File: config.mk
export PLATFORM = sky130hd
export DESIGN_NAME = flit_packetizer
export DESIGN_NICKNAME = d
export VERILOG_FILES = /design/src/rtl/flit_packetizer.sv
export SDC_FILE = /design/constraint.sdc
export NUM_CORES = 1
export LEC_CHECK = 0
export ABC_AREA = 1
export BUFFER_PORTS_ARGS = -buffer_cell sky130_fd_sc_hd__buf_4
export CORE_UTILIZATION = 43
export DETAILED_ROUTE_END_ITERATION = 10
export PLACE_DENSITY = 0.81
export SETUP_SLACK_MARGIN = 0.3
export SYNTH_ARGS = -nofsm -noshare
export SYNTH_HDL_FRONTEND = slang
export SYNTH_SLANG_ARGS = --single-unit
File: constraint.sdc
create_clock -name clk -period 1.15 [get_ports clk]
set_input_delay 0.115 -clock clk [delete_from_list [all_inputs] [get_ports clk]]
set_output_delay 0.115 -clock clk [all_outputs]
set_load 0.02 [all_outputs]
File: src/rtl/flit_packetizer.sv
// flit_packetizer
//
// Converts a packet request plus a stream of 32-bit payload words into NoC
// flits: one head flit carrying the route, then (len) body flits and one tail
// flit carrying the payload. fdata_o/valid_o/vc_id_o form a single output
// register with valid/ready flow control towards the VC buffer.
//
// Ports
//   clk, arst                 clock, asynchronous active-high reset
//   pkt_valid_i/pkt_ready_o   packet request handshake
//   pkt_dest_x_i/_y_i         destination coordinates (route field)
//   pkt_len_i                 payload flit count minus one
//   pkt_vc_i                  virtual channel for the whole packet
//   word_i/word_valid_i/      payload word handshake
//   word_ready_o
//   fdata_o                   flit: [33:32] type (00 head, 01 body, 11 tail)
//   valid_o/ready_i           flit handshake to the downstream buffer
//   vc_id_o                   VC of the flit currently presented
//   err_o                     one-cycle pulse when a request with route 0 is dropped
//   pkt_cnt_o                 tail-flit handshake counter (only with
//                             FLIT_PACKETIZER_PKT_CNT_EN defined)
//
// Configuration macro: FLIT_PACKETIZER_PKT_CNT_EN
module flit_packetizer (
    input  logic        clk,
    input  logic        arst,
    input  logic        pkt_valid_i,
    output logic        pkt_ready_o,
    input  logic [3:0]  pkt_dest_x_i,
    input  logic [3:0]  pkt_dest_y_i,
    input  logic [3:0]  pkt_len_i,
    input  logic [1:0]  pkt_vc_i,
    input  logic [31:0] word_i,
    input  logic        word_valid_i,
    output logic        word_ready_o,
    output logic [33:0] fdata_o,
    output logic        valid_o,
    input  logic        ready_i,
    output logic [1:0]  vc_id_o,
`ifdef FLIT_PACKETIZER_PKT_CNT_EN
    output logic [15:0] pkt_cnt_o,
`endif
    output logic        err_o
);

    typedef enum logic {
        IDLE    = 1'b0,
        PAYLOAD = 1'b1
    } state_t;

    localparam logic [1:0] TYPE_HEAD = 2'b00;
    localparam logic [1:0] TYPE_BODY = 2'b01;
    localparam logic [1:0] TYPE_TAIL = 2'b11;

    state_t      state_q, state_d;
    logic [33:0] fdata_q, fdata_d;
    logic        valid_q, valid_d;
    logic [1:0]  vc_q, vc_d;
    logic        err_q, err_d;
    logic [3:0]  cnt_q, cnt_d;

    logic out_free;
    logic route_ok;
    logic pkt_hs;
    logic word_hs;

    // The output register may take a new flit when it is empty or being drained.
    assign out_free = !valid_q || ready_i;
    assign route_ok = ({pkt_dest_x_i, pkt_dest_y_i} != 8'd0);
    assign pkt_hs   = pkt_valid_i && pkt_ready_o;
    assign word_hs  = word_valid_i && word_ready_o;

    always_ff @(posedge clk or posedge arst) begin
        if (arst) begin
            state_q <= IDLE;
        end else begin
            state_q <= state_d;
        end
    end

    always_comb begin
        state_d = state_q;
        case (state_q)
            IDLE:    if (pkt_hs && route_ok) state_d = PAYLOAD;
            PAYLOAD: if (word_hs && (cnt_q == 4'd0)) state_d = IDLE;
        endcase
    end

    always_comb begin
        pkt_ready_o  = 1'b0;
        word_ready_o = 1'b0;
        case (state_q)
            IDLE:    pkt_ready_o  = out_free;
            PAYLOAD: word_ready_o = out_free;
        endcase
    end

    // Flit datapath. valid drops once the held flit is taken unless a new
    // flit replaces it in the same cycle; a rejected request only pulses err.
    always_comb begin
        fdata_d = fdata_q;
        valid_d = valid_q && !ready_i;
        vc_d    = vc_q;
        cnt_d   = cnt_q;
        err_d   = 1'b0;
        if (pkt_hs) begin
            if (route_ok) begin
                fdata_d = {TYPE_HEAD, 2'b00, pkt_dest_x_i, pkt_dest_y_i, pkt_len_i, 18'd0};
                valid_d = 1'b1;
                vc_d    = pkt_vc_i;
                cnt_d   = pkt_len_i;
            end else begin
                err_d = 1'b1;
            end
        end else if (word_hs) begin
            valid_d = 1'b1;
            if (cnt_q != 4'd0) begin
                fdata_d = {TYPE_BODY, word_i};
                cnt_d   = cnt_q - 4'd1;
            end else begin
                fdata_d = {TYPE_TAIL, word_i};
            end
        end
    end

    always_ff @(posedge clk or posedge arst) begin
        if (arst) begin
            fdata_q <= 34'd0;
            valid_q <= 1'b0;
            vc_q    <= 2'd0;
            err_q   <= 1'b0;
            cnt_q   <= 4'd0;
        end else begin
            fdata_q <= fdata_d;
            valid_q <= valid_d;
            vc_q    <= vc_d;
            err_q   <= err_d;
            cnt_q   <= cnt_d;
        end
    end

    assign fdata_o = fdata_q;
    assign valid_o = valid_q;
    assign vc_id_o = vc_q;
    assign err_o   = err_q;

`ifdef FLIT_PACKETIZER_PKT_CNT_EN
    logic [15:0] pkt_cnt_q, pkt_cnt_d;

    // Counts packets as their tail leaves the output register; wraps naturally.
    always_comb begin
        pkt_cnt_d = pkt_cnt_q;
        if (valid_q && ready_i && (fdata_q[33:32] == TYPE_TAIL)) begin
            pkt_cnt_d = pkt_cnt_q + 16'd1;
        end
    end

    always_ff @(posedge clk or posedge arst) begin
        if (arst) begin
            pkt_cnt_q <= 16'd0;
        end else begin
            pkt_cnt_q <= pkt_cnt_d;
        end
    end

    assign pkt_cnt_o = pkt_cnt_q;
`endif

endmodule

==> flow_metrics.py <==
metrics = {
    "layout": {
        "drive_above_1_share": 0.523,
        "multi_input_area_um2": 1040,
        "layout.filler_cells": 259,
        "layout_commonest_cell": "nand2_1",
        "layout_common_cells": "nand2_1, buf_4, buf_6, dfrtp_1, nand3_2",
        "antenna_cells": 0,
        "syn2layout_area_growth_pct": 84.2,
        "regArea_um2": 1080,
        "num-nets-final": 465,
    },
    "sta": {
        "finalCritPeriodShare": 1.19,
        "drv_slew": 0,
        "post-route-min-period_ps": 1370,
        "relSlewSlack": 0.698,
        "whs_ps": 19.0,
        "fin_ws_ps": -220,
        "finalClockSkew_ps": 18.5,
        "finalSetupViolations": 44,
        "tightest_slew_ps": 452,
        "rsz0062_at_grt": "yes",
        "max_freq_mhz": 730,
        "hold_viol": 0,
    },
    "power": {
        "p_leak_nw": 2.13,
        "peakVddDrop_uv": 1210,
        "p_total_mw": 10.4,
        "power_density_nw_per_um2": 2690,
    },
    "worst_setup_path": {
        "cp-start-kind": "flip-flop",
        "r2r-start": "state_q$_DFF_PP0_",
        "reg2reg_to": "fdata_o[4]$_DFFE_PP0P_",
        "worstPathArrival_ps": 1570,
        "regToRegSetupSlack_ps": -220,
        "cp_max_fo": 5,
        "reg2regPathDepth": 7,
        "critPathKind": "flip-flop to flip-flop",
        "end_kind": "flip-flop",
        "crit_required_ps": 1350,
    },
    "floorplanning": {
        "initial_core_util": 0.447,
        "io_pins": 91,
        "dieHeight_um": 71.8,
        "die_w_um": 71.8,
        "dieArea_um2": 5160,
        "core_um2": 4690,
        "num_rows": 25,
    },
    "clock_network": {
        "cts_tree": "done",
        "clock_path_buffers": 2,
        "worstSkewPairLatency_ps": 310,
        "cts.root.buffer_cell": "clkbuf_8",
        "clkSinkCount": 43,
        "h-tree-depth": 2,
        "clkTransAtPathRegs_ps": 90,
        "numCtsBuffers": 5,
    },
    "global_route": {
        "grt_max_degree": 37,
        "globalRouteMet2Util": 0.444,
        "grt_pass1_wl_um": 9730,
        "grt_pass1_vias": 2123,
        "met1_usage": 0.279,
        "met3_usage": 0.0506,
        "grt_use_total": 0.247,
        "grt_antenna_before_repair": 0,
        "overflow": 0,
        "top_usage_layer": "met2",
    },
    "routing": {
        "drt-total-wl_um": 8200,
        "viasPerCell": 5.23,
        "vias": 2444,
        "post-route-drc-count": 0,
        "postRouteAntennaNets": 0,
        "drt-pass1-iter-count": 4,
        "wl_per_cell_um": 17.6,
        "first_iter_violations": 168,
    },
    "synth": {
        "syn_area_um2": 2100,
        "syn_avg_cell_area_um2": 7.97,
        "synth_cells": 263,
        "synth.distinct_cells": 18,
        "seq_area_frac_synth": 0.513,
        "ys_ff_latch": 43,
        "synth_warnings": 0,
        "synth_fp_nets": 316,
    },
    "placement": {
        "io_buffers": 90,
        "dp_slack_ps": -177,
        "hpwlAfterDp_um": 3910,
        "place_congestion": 0.812,
    },
    "outcome": {
        "failed_checks": "negative setup slack",
        "outcome": "finished with violations",
    },
    "hold_path": {
        "worst_hold_startpoint": "word_i[9]",
        "worstHoldEndpoint": "fdata_o[9]$_DFFE_PP0P_",
        "min_path_cells": 3,
        "hp-class": "primary input to flip-flop",
    },
    "job": {
        "drv_cap": 0,
    },
}
==> cell usage after synthesis (all sizes together) <==
library cell    n  share of area
and3            1         0.0030
clkbuf          1         0.0018
buf            13          0.057
nor2            7          0.013
ha              2          0.012
inv            23          0.045
o21ai          13          0.031
nand2         114           0.21
nand3          45           0.11
dfrtp          43           0.51
a21oi           1         0.0024
==> kinds of logic (layout without fill, tap and decap cells) <==
family / count (synthesis) / in the layout / share of synthesized area
fa+ha+maj: 2 / 2 / 0.0119
buf+inv: 37 / 185 / 0.103
flops: 43 / 43 / 0.513
compound gates: 14 / 14 / 0.0334
simple gates: 167 / 169 / 0.338
==> worst max-delay path by stage <==
| stage | startpoint | end | slack, ps |
|---|---|---|---|
| after CTS | cnt_q[1]$_DFFE_PP0P_ | cnt_q[2]$_DFFE_PP0P_ | -100 |
| final | state_q$_DFF_PP0_ | fdata_o[4]$_DFFE_PP0P_ | -220 |
| after global routing | valid_o$_DFF_PP0_ | fdata_o[20]$_DFFE_PP0P_ | -260 |
| after global placement | state_q$_DFF_PP0_ | fdata_o[27]$_DFFE_PP0P_ | -90 |
| after floorplan | valid_o$_DFF_PP0_ | fdata_o[30]$_DFFE_PP0P_ | -90 |
| after detailed placement | cnt_q[1]$_DFFE_PP0P_ | cnt_q[2]$_DFFE_PP0P_ | -180 |
==> registers in the layout, indices dropped and copies added (netlist names) <==
name and flops:
state_q 1, fdata_o 34, cnt_q 4, err_o 1, vc_id_o 2, valid_o 1
==> per-layer routing <==
layer | vias to the layer above | share of wire
met1 | 1155 | 0.37
met2 | 129 | 0.52
met5 | - | 0
met4 | 0 | 0.047
li1 | 1123 | -
met3 | 37 | 0.065
==> report_power, final <==
group / total [mW] / internal, mW / switching, mW
Sequential: 2.78 / 2.20 / 0.583
Combinational: 6.33 / 3.21 / 3.12
Clock: 1.27 / 0.704 / 0.565
==> through the flow <==
stage,cell area (um2),utilization,std cells,setup TNS (ps)
after global routing,3860,0.823,467,-8970
final,3860,0.823,467,-6650
after detailed placement,2980,0.636,413,-4390
after global placement,2980,0.636,413,-2760
after floorplan,2180,-,263,-3250
after CTS,3530,0.752,448,-3260
==> critical path, cell delays in order, from the launching register on <==
cell       delay, ps
dfrtp_1          420
inv_2            110
nand3_4          130
inv_6            130
nand2_8          100
clkbuf_16        210
nand3_2           70
nand2_1           80
==> area by class of cell <==
class,count,share of cell area
Clock inverter,2,0.00907
Inverter,23,0.0279
Clock buffer,6,0.0214
Timing Repair Buffer,154,0.375
Multi-Input combinational cell,185,0.270
Tap cell,54,0.0175
Sequential cell,43,0.279
==> what timing repair did <==
| action | 4_1_cts | 5_1_grt |
|---|---|---|
| endpoints found under the setup margin | 83 | 83 |
| endpoints found under the hold margin | 11 | 0 |
| resized for setup | 56 | 33 |
| buffers inserted | 24 | 14 |
| gates cloned | 2 | 5 |
| pin swaps | 4 | 10 |
| hold buffers | 1 | 0 |
(Power assumes the default switching activity.)
